[src/rtl/chunk_serializer.sv]
// Splits a DATA_BITS word into NUM_CHUNKS chunks and streams them out over a
// valid/ready handshake, LSB-chunk-first or MSB-chunk-first per word.
module chunk_serializer #(
    parameter int CHUNK_BITS = 4,
    parameter int NUM_CHUNKS = 8,
    localparam int DATA_BITS = CHUNK_BITS * NUM_CHUNKS,
    localparam int IDX_BITS  = (NUM_CHUNKS > 1) ? $clog2(NUM_CHUNKS) : 1
) (
    input  logic                  clk,
    input  logic                  reset,
    input  logic                  in_valid,
    output logic                  in_ready,
    input  logic [DATA_BITS-1:0]  in_data,
    input  logic                  in_msb_first,
    output logic                  out_valid,
    input  logic                  out_ready,
    output logic [CHUNK_BITS-1:0] out_chunk,
    output logic                  out_last,
    output logic                  busy
);

    localparam logic [IDX_BITS-1:0] LAST_IDX = IDX_BITS'(NUM_CHUNKS - 1);

    typedef enum logic {
        IDLE  = 1'b0,
        SHIFT = 1'b1
    } state_t;

    state_t                state_reg;
    logic [DATA_BITS-1:0]  word_reg;
    logic                  msb_reg;
    logic [IDX_BITS-1:0]   cnt_reg;
    logic [CHUNK_BITS-1:0] chunk_reg;
    logic                  last_reg;

    logic                  transfer;
    logic                  load;
    logic [IDX_BITS-1:0]   step_cnt;
    logic [IDX_BITS-1:0]   step_idx;
    logic [IDX_BITS-1:0]   load_idx;

    logic [CHUNK_BITS-1:0] in_chunks   [NUM_CHUNKS];
    logic [CHUNK_BITS-1:0] held_chunks [NUM_CHUNKS];

    generate
        for (genvar gi = 0; gi < NUM_CHUNKS; gi++) begin : g_chunks
            assign in_chunks[gi]   = in_data[gi*CHUNK_BITS +: CHUNK_BITS];
            assign held_chunks[gi] = word_reg[gi*CHUNK_BITS +: CHUNK_BITS];
        end
    endgenerate

    assign out_valid = (state_reg == SHIFT);
    assign busy      = (state_reg == SHIFT);
    assign out_chunk = chunk_reg;
    assign out_last  = last_reg && out_valid;
    assign transfer  = out_valid && out_ready;
    // A new word may enter while the final chunk of the current one leaves.
    assign in_ready  = (state_reg == IDLE) || (transfer && last_reg);
    assign load      = in_valid && in_ready;

    always_comb begin
        step_cnt = cnt_reg + 1'b1;
        step_idx = msb_reg ? (LAST_IDX - step_cnt) : step_cnt;
        load_idx = in_msb_first ? LAST_IDX : '0;
    end

    always_ff @(posedge clk or posedge reset) begin
        if (reset) begin
            state_reg <= IDLE;
            word_reg  <= '0;
            msb_reg   <= 1'b0;
            cnt_reg   <= '0;
            chunk_reg <= '0;
            last_reg  <= 1'b0;
        end else if (load) begin
            state_reg <= SHIFT;
            word_reg  <= in_data;
            msb_reg   <= in_msb_first;
            cnt_reg   <= '0;
            chunk_reg <= in_chunks[load_idx];
            last_reg  <= (LAST_IDX == '0);
        end else if (transfer && last_reg) begin
            // Final chunk gone and nothing new: chunk/last hold their values.
            state_reg <= IDLE;
        end else if (transfer) begin
            cnt_reg   <= step_cnt;
            chunk_reg <= held_chunks[step_idx];
            last_reg  <= (step_cnt == LAST_IDX);
        end
    end

endmodule

[config.mk]
export PLATFORM = sky130hd
export DESIGN_NAME = chunk_serializer
export DESIGN_NICKNAME = d
export VERILOG_FILES = /design/src/rtl/chunk_serializer.sv
export SDC_FILE = /design/constraint.sdc
export NUM_CORES = 1
export LEC_CHECK = 0
export ABC_CLOCK_PERIOD_IN_PS = 2130
export BUFFER_PORTS_ARGS = -buffer_cell sky130_fd_sc_hd__buf_4
export CAP_MARGIN = 20
export CORE_MARGIN = 4
export CORE_UTILIZATION = 49
export DETAILED_ROUTE_END_ITERATION = 6
export GPL_TIMING_DRIVEN = 1
export HOLD_SLACK_MARGIN = 0.15
export PLACE_DENSITY = 0.87
export SYNTH_ARGS = -nofsm -noshare
export SYNTH_HDL_FRONTEND = slang
export SYNTH_SLANG_ARGS = --single-unit
[constraint.sdc]
create_clock -name clk -period 2.13 [get_ports clk]
set_input_delay 0.3195 -clock clk [delete_from_list [all_inputs] [get_ports clk]]
set_output_delay 0.3195 -clock clk [all_outputs]
set_load 0.05 [all_outputs]
Yosys cells after proc, flatten, opt, wreduce, memory -nomap -nowiden
Cells that the tools add are included.

Output and inout port bits: 8. Flip-flop bits (word level): 42.

Mux-type cells: 19. Equal/unequal tests: 2. Magnitude comparators: 2. Add/sub/neg operators: 2. Reductions and logical operators: 8. Bitwise logic cells: 3.

Operators with widths (number): 4-bit two-way mux (7); 4-bit binary-select mux with 3-bit select (2); 3-bit two-way mux (5); 4-bit greater-or-equal comparator (second input constant) (2); 3-bit inverter with 4-bit output (2); 1-bit two-way mux (5); 1-bit logical AND (4); 2-bit nonzero test (2); 3-bit by 1-bit adder with 3-bit output (second input constant) (1); 3-bit == test (second input constant) (1); 3-bit subtractor (first input constant) (1); 2-bit inequality test (second input constant) (1); 2-bit AND reduction (1); 1-bit logical OR (1); 1-bit inverter (1).

Logic depth before layout (Yosys ltp)
Gate-level depths: netlist of run 1.

Word-level depth: 10. Depth in mapped cells: 8. Gate-level depth less buffers: 7.

Least setup slack after synthesis of run 1
No wires, ideal clock.

Kind: register to register. From: register cnt_reg[0]. To: register chunk_reg[1], in the netlist out_chunk[1]. Cell stages (with the launch flop): 9. Arrival: 2.076 ns. Period minus slack after synthesis: 2.202 ns. Data required time: 2.004 ns. Buffers on the path: 1. Setup slack: -0.072 ns. Path through: dfrtp_1 inv_2 ha_1 nor2b_1 clkbuf_1 a221o_1 a222oi_1 o31ai_1 o32a_1.

Longest elaborated chain between the ends: 10.

RTL lines: start: declaration (RTL line 32) `logic [IDX_BITS-1:0] cnt_reg;`; start signal: assignment (RTL line 86) `cnt_reg <= step_cnt;`; 3-bit by 1-bit adder with 3-bit output * (RTL line 62) `step_cnt = cnt_reg + 1'b1;`; 3-bit subtractor (RTL line 63) `step_idx = msb_reg ? (LAST_IDX - step_cnt) : step_cnt;`; 3-bit two-way mux * (RTL line 63); 3-bit inverter with 4-bit output (implied by the code) * (RTL line 87) `chunk_reg <= held_chunks[step_idx];`; 4-bit binary-select mux with 3-bit select * (RTL line 87); 4-bit two-way mux (implied by the code) * (2 in series) (RTL line 87); 4-bit two-way mux * (RTL line 85) `end else if (transfer) begin`; 4-bit two-way mux * (RTL line 82) `end else if (transfer && last_reg) begin`; 4-bit two-way mux * (RTL line 75) `end else if (load) begin`; end signal: assignment (RTL line 80) `chunk_reg <= in_chunks[load_idx];`; end signal: assignment (RTL line 87); end: declaration (RTL line 33) `logic [CHUNK_BITS-1:0] chunk_reg;`.

Mark *: on every way between the ends. The rest lies on a longest branch, timed or not. The select of a mux whose other input is x is not followed. A chain may end at the register's enable or synchronous reset.

Worst setup path after layout of run 1
From: register cnt_reg[1]. To: register chunk_reg[2], in the netlist out_chunk[2].

The elaborated chain is that of the path after synthesis.

==> out/qor.yml, run 1 <==
start_kind: "flip-flop"
synthCells: 234
die-area_um2: 5500
peakVddDrop_mv: 0.604
io_pins: 45
dp_hpwl_um: 3680
critical_path.startpoint: "cnt_reg[1]$_DFFE_PP0P_"
clockBufferDepth: 2
n_fill_cell: 337
ys_warn_count: 0
fp.dieW_um: 74.1
synth.avg_cell_area_um2: 9.16
worstPathMaxFanout: 12
drc: 0
num_rows: 23
crit_family: "compound AO/OA/AOI/OAI gates"
grt_pass1_vias: 1728
cts_buffers: 5
clkTransAtPathRegs_ns: 0.08
slowest_delay_ns: 0.42
finalSetupTns_ns: 0
clock_latency_ns: 0.30
power_per_cell_area_nw_per_um2: 1570
grt_max_degree: 43
min_path_type: "input pin to async pin"
path_buf_inv: 0
status: "completed"
seqCellArea_um2: 1050
synth.net_count: 273
cts_tree: "yes"
multi_input_area_um2: 1030
cts_root_buf: "clkbuf_8"
fmax_ghz: 0.490
fin_crit_ns: 2.04
final_nets: 320
crit_type: "flip-flop to flip-flop"
htreeDepth: 2
fin_crit_sh: 0.958
vias: 1880
ys_seq_area_frac: 0.490
clock-sinks: 42
slew_violations: 0
setup_viol: 0
wirelength_um: 5060
gp_congestion: 0.909
drtPass1Iterations: 5
core_area_um2: 4120
synth_cell_types: 43
syn_area_um2: 2140
grt_pass1_wl_um: 8140
area_growth_pct: 25.0
ant_nets: 0
finalHoldWorstSlack_ns: 0.155
r2r-start: "cnt_reg[1]$_DFFE_PP0P_"
drt-wirelength-per-cell_um: 15.2
slowest_stage: "dfrtp_1"
antenna_cells: 0
drive_gt1_frac: 0.266
largest_reg_flops: 32
grt_overflow: 0
leakagePower_nw: 1.32
worst_pin_slew_ns: 0.599
antenna_found_initial: 0
endpoint_kind: "flip-flop"
slew_headroom: 0.600
drv_cap: 0
synth_seq_cells: 42
die_h_um: 74.1
required_ns: 2.31
gr-usage-all-layers: 0.195
start_util: 0.521
arrival_ns: 2.23
via_per_inst: 5.66
io_buffer_count: 44
final_hold_viol_count: 0
grt_setup_unrepaired: "yes"
crit_chain: "ha_4 -> nor2b_4 -> a221o_1 -> a222oi_1 -> o31ai_1 -> o32a_1"
clock_skew_ns: 0.00347
first_iter_violations: 228
-- through the flow --
step | power, W | instances | util | area [um2] | setup WS [ns]
after floorplan | 0.00296 | 234 | - | 2160 | 0.0319
after global placement | 0.00341 | 322 | 0.617 | 2540 | 0.100
after detailed placement | 0.00350 | 322 | 0.617 | 2540 | 0.0670
after CTS | 0.00412 | 330 | 0.643 | 2650 | 0.0367
after global routing | 0.00452 | 332 | 0.651 | 2680 | -0.0370
final | 0.00422 | 332 | 0.651 | 2680 | 0.0894
-- worst reg2reg max path: stages (launching register included) --
cell      delay, ns
dfrtp_1        0.42
ha_4           0.35
nor2b_4        0.08
a221o_1        0.34
a222oi_1       0.33
o31ai_1        0.10
o32a_1         0.31
-- synthesized netlist by cell type --
master / number / area [um2]
nand2_1: 82 / 308
dfrtp_1: 42 / 1050
o21ai_0: 16 / 80.1
clkbuf_1: 8 / 30.0
and2_1: 6 / 37.5
mux2_2: 6 / 67.6
nor2_1: 6 / 22.5
a221o_1: 4 / 40.0
a22oi_1: 4 / 30.0
inv_1: 4 / 15.0
mux2i_1: 4 / 40.0
a221oi_1: 3 / 26.3
a31oi_1: 3 / 18.8
mux2_1: 3 / 33.8
nand3_1: 3 / 15.0
a222oi_1: 2 / 20.0
buf_1: 2 / 7.51
buf_2: 2 / 10.0
buf_6: 2 / 22.5
ha_1: 2 / 25.0
nand2b_1: 2 / 12.5
nand3b_1: 2 / 15.0
nor2b_1: 2 / 12.5
o211ai_1: 2 / 15.0
o311ai_0: 2 / 17.5
o31ai_1: 2 / 15.0
o32a_1: 2 / 20.0
a21bo_2: 1 / 10.0
a21oi_1: 1 / 5.00
a22o_1: 1 / 8.76
a31o_1: 1 / 8.76
a41o_1: 1 / 10.0
buf_4: 1 / 7.51
inv_2: 1 / 3.75
nand4_1: 1 / 6.26
nor2b_4: 1 / 13.8
nor3b_1: 1 / 7.51
o21bai_1: 1 / 7.51
o22a_1: 1 / 8.76
o22ai_1: 1 / 6.26
or3_1: 1 / 6.26
xor2_1: 1 / 8.76
xor2_2: 1 / 16.3
-- cell usage in the layout, fill, tap and decap left out, drive strengths merged, types with 2 or more instances in the layout --
| master | instances |
|---|---|
| buf | 55 |
| nor2 | 6 |
| nand2b | 2 |
| a22oi | 4 |
| a221oi | 3 |
| a31oi | 3 |
| mux2 | 9 |
| clkbuf | 7 |
| o211ai | 2 |
| nand3 | 3 |
| nand2 | 82 |
| nor2b | 3 |
| nand3b | 2 |
| a221o | 4 |
| dfrtp | 42 |
| o31ai | 2 |
| inv | 5 |
| o32a | 2 |
| o21ai | 16 |
| and2 | 6 |
| o311ai | 2 |
| xor2 | 2 |
| a222oi | 2 |
| ha | 2 |
| mux2i | 4 |
-- layout make-up --
cell class | instances | area share
clock buffer | 7 | 0.0285
clock inverter | 1 | 0.0112
inverter | 5 | 0.00701
multi-input combinational | 172 | 0.383
sequential | 42 | 0.392
tap | 50 | 0.0234
timing repair buffer | 55 | 0.154
-- kinds of logic after synthesis --
| group | count (synthesis) | synth area share |
|---|---|---|
| buf+inv | 20 | 0.0449 |
| mux | 13 | 0.0660 |
| compound gates | 48 | 0.162 |
| flops | 42 | 0.490 |
| simple gates | 107 | 0.213 |
| fa+ha+maj | 2 | 0.0117 |
| xor+xnor | 2 | 0.0117 |
-- where the power goes --
group / leakage (nW) / switching, W / internal, W
registers: 0.515 / 0.000283 / 0.00118
logic: 0.750 / 0.00121 / 0.000932
clock network: 0.0524 / 0.000265 / 0.000351
-- routing by layer --
layer | routed length [um] | track usage | vias up | part of all wire
met5 | 0 | 0 | - | 0
met4 | 101 | 0.0704 | 0 | 0.020
met3 | 399 | 0.0405 | 14 | 0.079
met2 | 2330 | 0.316 | 86 | 0.46
met1 | 2220 | 0.260 | 885 | 0.44
li1 | - | - | 895 | -
-- path summary, 6_finish.rpt --
| check | end | slack (ns) | cells past startpoint |
|---|---|---|---|
| worst max-delay path | out_chunk[2]$_DFFE_PP0P_ | 0.09 | 6 |
| max in group asynchronous | word_reg[20]$_DFFE_PP0N_ | 1.60 | 3 |
| min in group clk | word_reg[11]$_DFFE_PP0N_ | 0.20 | 3 |
| worst min-delay path | word_reg[11]$_DFFE_PP0N_ | 0.16 | 3 |
| worst max register to register | out_chunk[2]$_DFFE_PP0P_ | 0.09 | 6 |
| worst min register to register | word_reg[21]$_DFFE_PP0N_ | 0.48 | 2 |
-- repair_timing --
item,CTS,global route
endpoints found under the setup margin,0,4
resized for setup,0,4
buffers inserted,0,2
endpoints found under the hold margin,0,0
hold buffers,0,0
No activity file was read; power rests on OpenSTA's default activity.
==> run 2, diff against run 1 <==
Settings changed: ABC_CLOCK_PERIOD_IN_PS 2130 to 2450, CORE_UTILIZATION 49 to 58, PLACE_DENSITY 0.87 to 0.95.
Clock period 2.13 ns to 2.45 ns, I/O delays scaled along.
==> run 2 against run 1 <==
  * Utilization is 11 points higher
  * Sequential power is 13% lower
  * Critical path depth is 1 higher
  * Combinational power is 17% lower
  * Non-clock buffer count is 3 lower
  * Critical path type unchanged
==> out/qor.yml, run 2 (synthesized netlist as in run 1, its figures left out) <==
die_h_um: 68.8
layout_commonest_cell: "nand2_1"
area_growth_pct: 21.6
setup_viol: 0
post_cts_buffers: 0
io_buffer_count: 44
clkTransAtPathRegs_ns: 0.09
gp_congestion: 0.885
slew_headroom: 0.584
n_fill_cell: 235
io_pins: 45
fin_crit_sh: 0.937
drtPass1Iterations: 5
gr-usage-all-layers: 0.238
fmax_ghz: 0.435
worstPathMaxFanout: 8
wirelength_um: 5080
seqCellArea_um2: 1050
clockBufferDepth: 2
start_kind: "flip-flop"
clock_latency_ns: 0.31
clock_skew_ns: 0.00704
grt_overflow: 0
drv_cap: 0
final_cell_mix: "nand2_1 (82), buf_4 (52), dfrtp_1 (42)"
num_rows: 21
drt-wirelength-per-cell_um: 15.6
clock-sinks: 42
slew_violations: 0
ant_nets: 0
crit_type: "flip-flop to flip-flop"
power_w: 0.00351
min_path_type: "input pin to async pin"
final_hold_viol_count: 0
grt_pass1_vias: 1765
grt_setup_unrepaired: "no"
arrival_ns: 2.49
grt_pass1_wl_um: 8090
cts_buffers: 5
leakagePower_nw: 1.28
power_per_cell_area_nw_per_um2: 1340
multi_input_area_um2: 996
fp.dieW_um: 68.8
required_ns: 2.64
grt_max_degree: 43
cts_resized: 0
drc: 0
holdBufCountCts: 0
first_iter_violations: 217
htreeDepth: 2
die-area_um2: 4730
peakVddDrop_mv: 0.654
finalSetupTns_ns: 0
core_area_um2: 3440
via_per_inst: 5.85
final_nets: 317
antenna_found_initial: 0
fin_crit_ns: 2.30
status: "completed"
cts_tree: "yes"
largest_reg_flops: 32
drive_gt1_frac: 0.251
antenna_cells: 0
cts_root_buf: "clkbuf_8"
vias: 1901
endpoint_kind: "flip-flop"
start_util: 0.623
worst_pin_slew_ns: 0.624
dp_hpwl_um: 3580
run 2: final timing paths:
kind                       depth (start not counted)  slack, ns                startpoint                        to
min in group clk                                   3       0.24               in_data[24]  word_reg[24]$_DFFE_PP0N_
max                                                7       0.15    cnt_reg[0]$_DFFE_PP0P_  out_chunk[1]$_DFFE_PP0P_
max in group asynchronous                          3       1.90                     reset  word_reg[18]$_DFFE_PP0N_
min                                                3       0.18                     reset  word_reg[25]$_DFFE_PP0N_
max reg2reg                                        7       0.15    cnt_reg[0]$_DFFE_PP0P_  out_chunk[1]$_DFFE_PP0P_
min reg2reg                                        2       0.49  word_reg[21]$_DFFE_PP0N_  word_reg[21]$_DFFE_PP0N_
run 2: cell type report:
class | count | share of cell area
inverters | 5 | 0.00720
multi-input cells | 172 | 0.382
flip-flops and latches | 42 | 0.403
well taps | 46 | 0.0221
repair buffers | 52 | 0.150
clock inverters | 3 | 0.00912
clock buffers | 5 | 0.0264
run 2: per-layer routing:
layer  vias to the layer above  track usage  part of all wire
met1                       888        0.304              0.41
met3                        12       0.0762             0.092
li1                        898            -                 -
met4                         0       0.0827             0.019
met2                       103        0.380              0.48
met5                         -            0                 0
run 2: per-stage QoR:
step | std cells | setup slack [ns] | util | hold WS [ns] | area, um2
finish | 325 | 0.153 | 0.757 | 0.177 | 2610
floorplan | 234 | 0.248 | - | 0.439 | 2140
CTS | 325 | 0.172 | 0.757 | 0.195 | 2610
global placement | 317 | 0.287 | 0.730 | 0.459 | 2510
global route | 325 | 0.0657 | 0.757 | 0.216 | 2610
detailed placement | 317 | 0.241 | 0.730 | 0.466 | 2510
run 2: where the power goes:
group | switching [W] | internal, W
Combinational | 0.00105 | 0.000724
Clock | 0.000259 | 0.000204
Sequential | 0.000246 | 0.00102
run 2: critical path, cell delays in order (launching register included):
cell and delay [ns]:
dfrtp_1 0.39, inv_2 0.13, ha_1 0.34, nor2b_1 0.25
a221o_1 0.32, a222oi_1 0.31, o31ai_1 0.12, o32a_1 0.32
==> run 3, diff against run 2 <==
--- a/config.mk
+++ b/config.mk
@@ -6,5 +6,5 @@
 export NUM_CORES = 1
 export LEC_CHECK = 0
-export ABC_CLOCK_PERIOD_IN_PS = 2450
+export ABC_CLOCK_PERIOD_IN_PS = 2800
 export BUFFER_PORTS_ARGS = -buffer_cell sky130_fd_sc_hd__buf_4
 export CAP_MARGIN = 20
==> constraint.sdc (replaced) <==
create_clock -name clk -period 2.8 [get_ports clk]
set_input_delay 0.84 -clock clk [delete_from_list [all_inputs] [get_ports clk]]
set_output_delay 0.84 -clock clk [all_outputs]
set_load 0.05 [all_outputs]
==> run 3 against run 2 <==
  * First-iteration DRC count down 16%
  * Sequential cell count stayed put
  * Final cell count is 0.62% lower
  * Clock power decreased by 14%
  * Final area decreased by 0.67%
  * Worst hold slack better by 0.32 ns
  * Clock-buffer cell count unchanged
  * Critical endpoint is now out_chunk[2]$_DFFE_PP0P_
  * Largest power group unchanged
==> out/qor.yml, run 3 (synthesized netlist as in run 1, its figures left out) <==
fin_crit_sh: 0.888
final_hold_viol_count: 0
grt_pass1_wl_um: 8600
power_switching_w: 0.00137
drc: 0
start_kind: "flip-flop"
worstPathMaxFanout: 15
post-route-util: 0.752
crit_type: "flip-flop to flip-flop"
vias: 1912
endpoint_kind: "flip-flop"
drtPass1Iterations: 4
comb_power_share: 0.495
ant_nets: 0
cts_tree: "yes"
gp_congestion: 0.910
required_ns: 3.00
core_area_um2: 3440
final_nets: 315
dp_hpwl_um: 3860
first_iter_violations: 183
p_clk_frac: 0.131
cts_root_buf: "clkbuf_8"
swShare: 0.449
antenna_cells: 0
seqPwrFrac: 0.373
layout_commonest_cell: "nand2_1"
final_cell_mix: "nand2_1 (82), buf_4 (50), dfrtp_1 (42)"
peakVddDrop_mv: 0.581
via_per_inst: 5.92
leakagePower_nw: 1.27
r2r-end: "out_chunk[2]$_DFFE_PP0P_"
io_buffer_count: 44
arrival_ns: 2.68
start_util: 0.623
final.setup.worst_slack_ns: 0.315
crit_family: "compound AO/OA/AOI/OAI gates"
grt_setup_unrepaired: "no"
gr-usage-all-layers: 0.255
htreeDepth: 2
slew_headroom: 0.620
status: "completed"
grt_max_degree: 43
clkTransAtPathRegs_ns: 0.08
area_growth_pct: 20.8
drt-wirelength-per-cell_um: 16.4
antenna_found_initial: 0
clock-sinks: 42
cts_buffers: 5
grt_overflow: 0
n_fill_cell: 258
slowest_delay_ns: 0.48
clock_latency_ns: 0.31
power_per_cell_area_nw_per_um2: 1180
intPower_w: 0.00168
finalSetupTns_ns: 0
clock_skew_ns: 0.00465
finalHoldWorstSlack_ns: 0.492
min_to: "word_reg[20]$_DFFE_PP0N_"
crit_chain: "inv_2 -> ha_1 -> nor2b_1 -> a221o_1 -> a222oi_1 -> o31ai_1 -> o32a_1"
wirelength_um: 5300
path_buf_inv: 1
min_path_type: "flip-flop to flip-flop"
min_from: "word_reg[20]$_DFFE_PP0N_"
drv_cap: 0
r2r-start: "cnt_reg[0]$_DFFE_PP0P_"
drive_gt1_frac: 0.245
holdBufCountCts: 0
grt_pass1_vias: 1790
cts_resized: 0
ff2ff_setup_slack_ns: 0.31
worst_pin_slew_ns: 0.568
clockBufferDepth: 2
largest_reg_flops: 32
fp.dieW_um: 68.8
reg2reg_depth: 7
die_h_um: 68.8
num_rows: 21
slew_violations: 0
post-place-ws_ns: 0.397
power_w: 0.00305
holdPathStages: 2
post_cts_buffers: 0
fmax_ghz: 0.402
io_pins: 45
die-area_um2: 4730
setup_viol: 0
slowest_stage: "ha_1"
fin_crit_ns: 2.49
==> run 3: area by class of cell <==
type,count,area (um2),share of cell area
multi-input cells,172,996,0.385
inverters,5,18.8,0.00725
clock buffers,5,68.8,0.0266
clock inverters,3,21.3,0.00822
repair buffers,50,375,0.145
well taps,46,57.6,0.0222
flip-flops and latches,42,1050,0.406
==> run 3: stage by stage <==
step           std cells  area (um2)
2_1_floorplan        234        2140
3_3_place_gp         315        2500
3_5_place_dp         315        2500
4_1_cts              323        2590
5_1_grt              323        2590
6_report             323        2590
==> run 3: power by group through the flow <==
stage / combinational (W) / sequential [W] / clock (W)
finish: 0.00151 / 0.00114 / 0.000400
detailed placement: 0.00148 / 0.00113 / 0
CTS: 0.00150 / 0.00112 / 0.000403
global route: 0.00166 / 0.00116 / 0.000432
floorplan: 0.00108 / 0.00115 / 0
global placement: 0.00141 / 0.00111 / 0
==> run 3: how the worst max path moves through the flow <==
stage | startpoint | endpoint | slack (ns) | cells after the start
floorplan | cnt_reg[0]$_DFFE_PP0P_ | out_chunk[1]$_DFFE_PP0P_ | 0.60 | 8
global route | cnt_reg[0]$_DFFE_PP0P_ | out_chunk[1]$_DFFE_PP0P_ | 0.15 | 7
detailed placement | cnt_reg[0]$_DFFE_PP0P_ | out_chunk[1]$_DFFE_PP0P_ | 0.40 | 7
finish | cnt_reg[0]$_DFFE_PP0P_ | out_chunk[2]$_DFFE_PP0P_ | 0.31 | 7
global placement | cnt_reg[0]$_DFFE_PP0P_ | out_chunk[2]$_DFFE_PP0P_ | 0.52 | 7
CTS | cnt_reg[0]$_DFFE_PP0P_ | out_chunk[2]$_DFFE_PP0P_ | 0.33 | 7
==> run 3: per-layer routing <==
layer  up-vias  routed length, um  GRT usage  share of wire
met3         9                416     0.0665          0.078
met4         0                 85     0.0998          0.016
met2        80               2700      0.415           0.51
li1        890                  -          -              -
met5         -                  0          0              0
met1       933               2100      0.326           0.40
==> run 3: tightest hold or removal path, stage by stage, from the launching register on <==
cell and delay, ns:
dfrtp_1 0.36, nand2_1 0.05, nand2_1 0.05
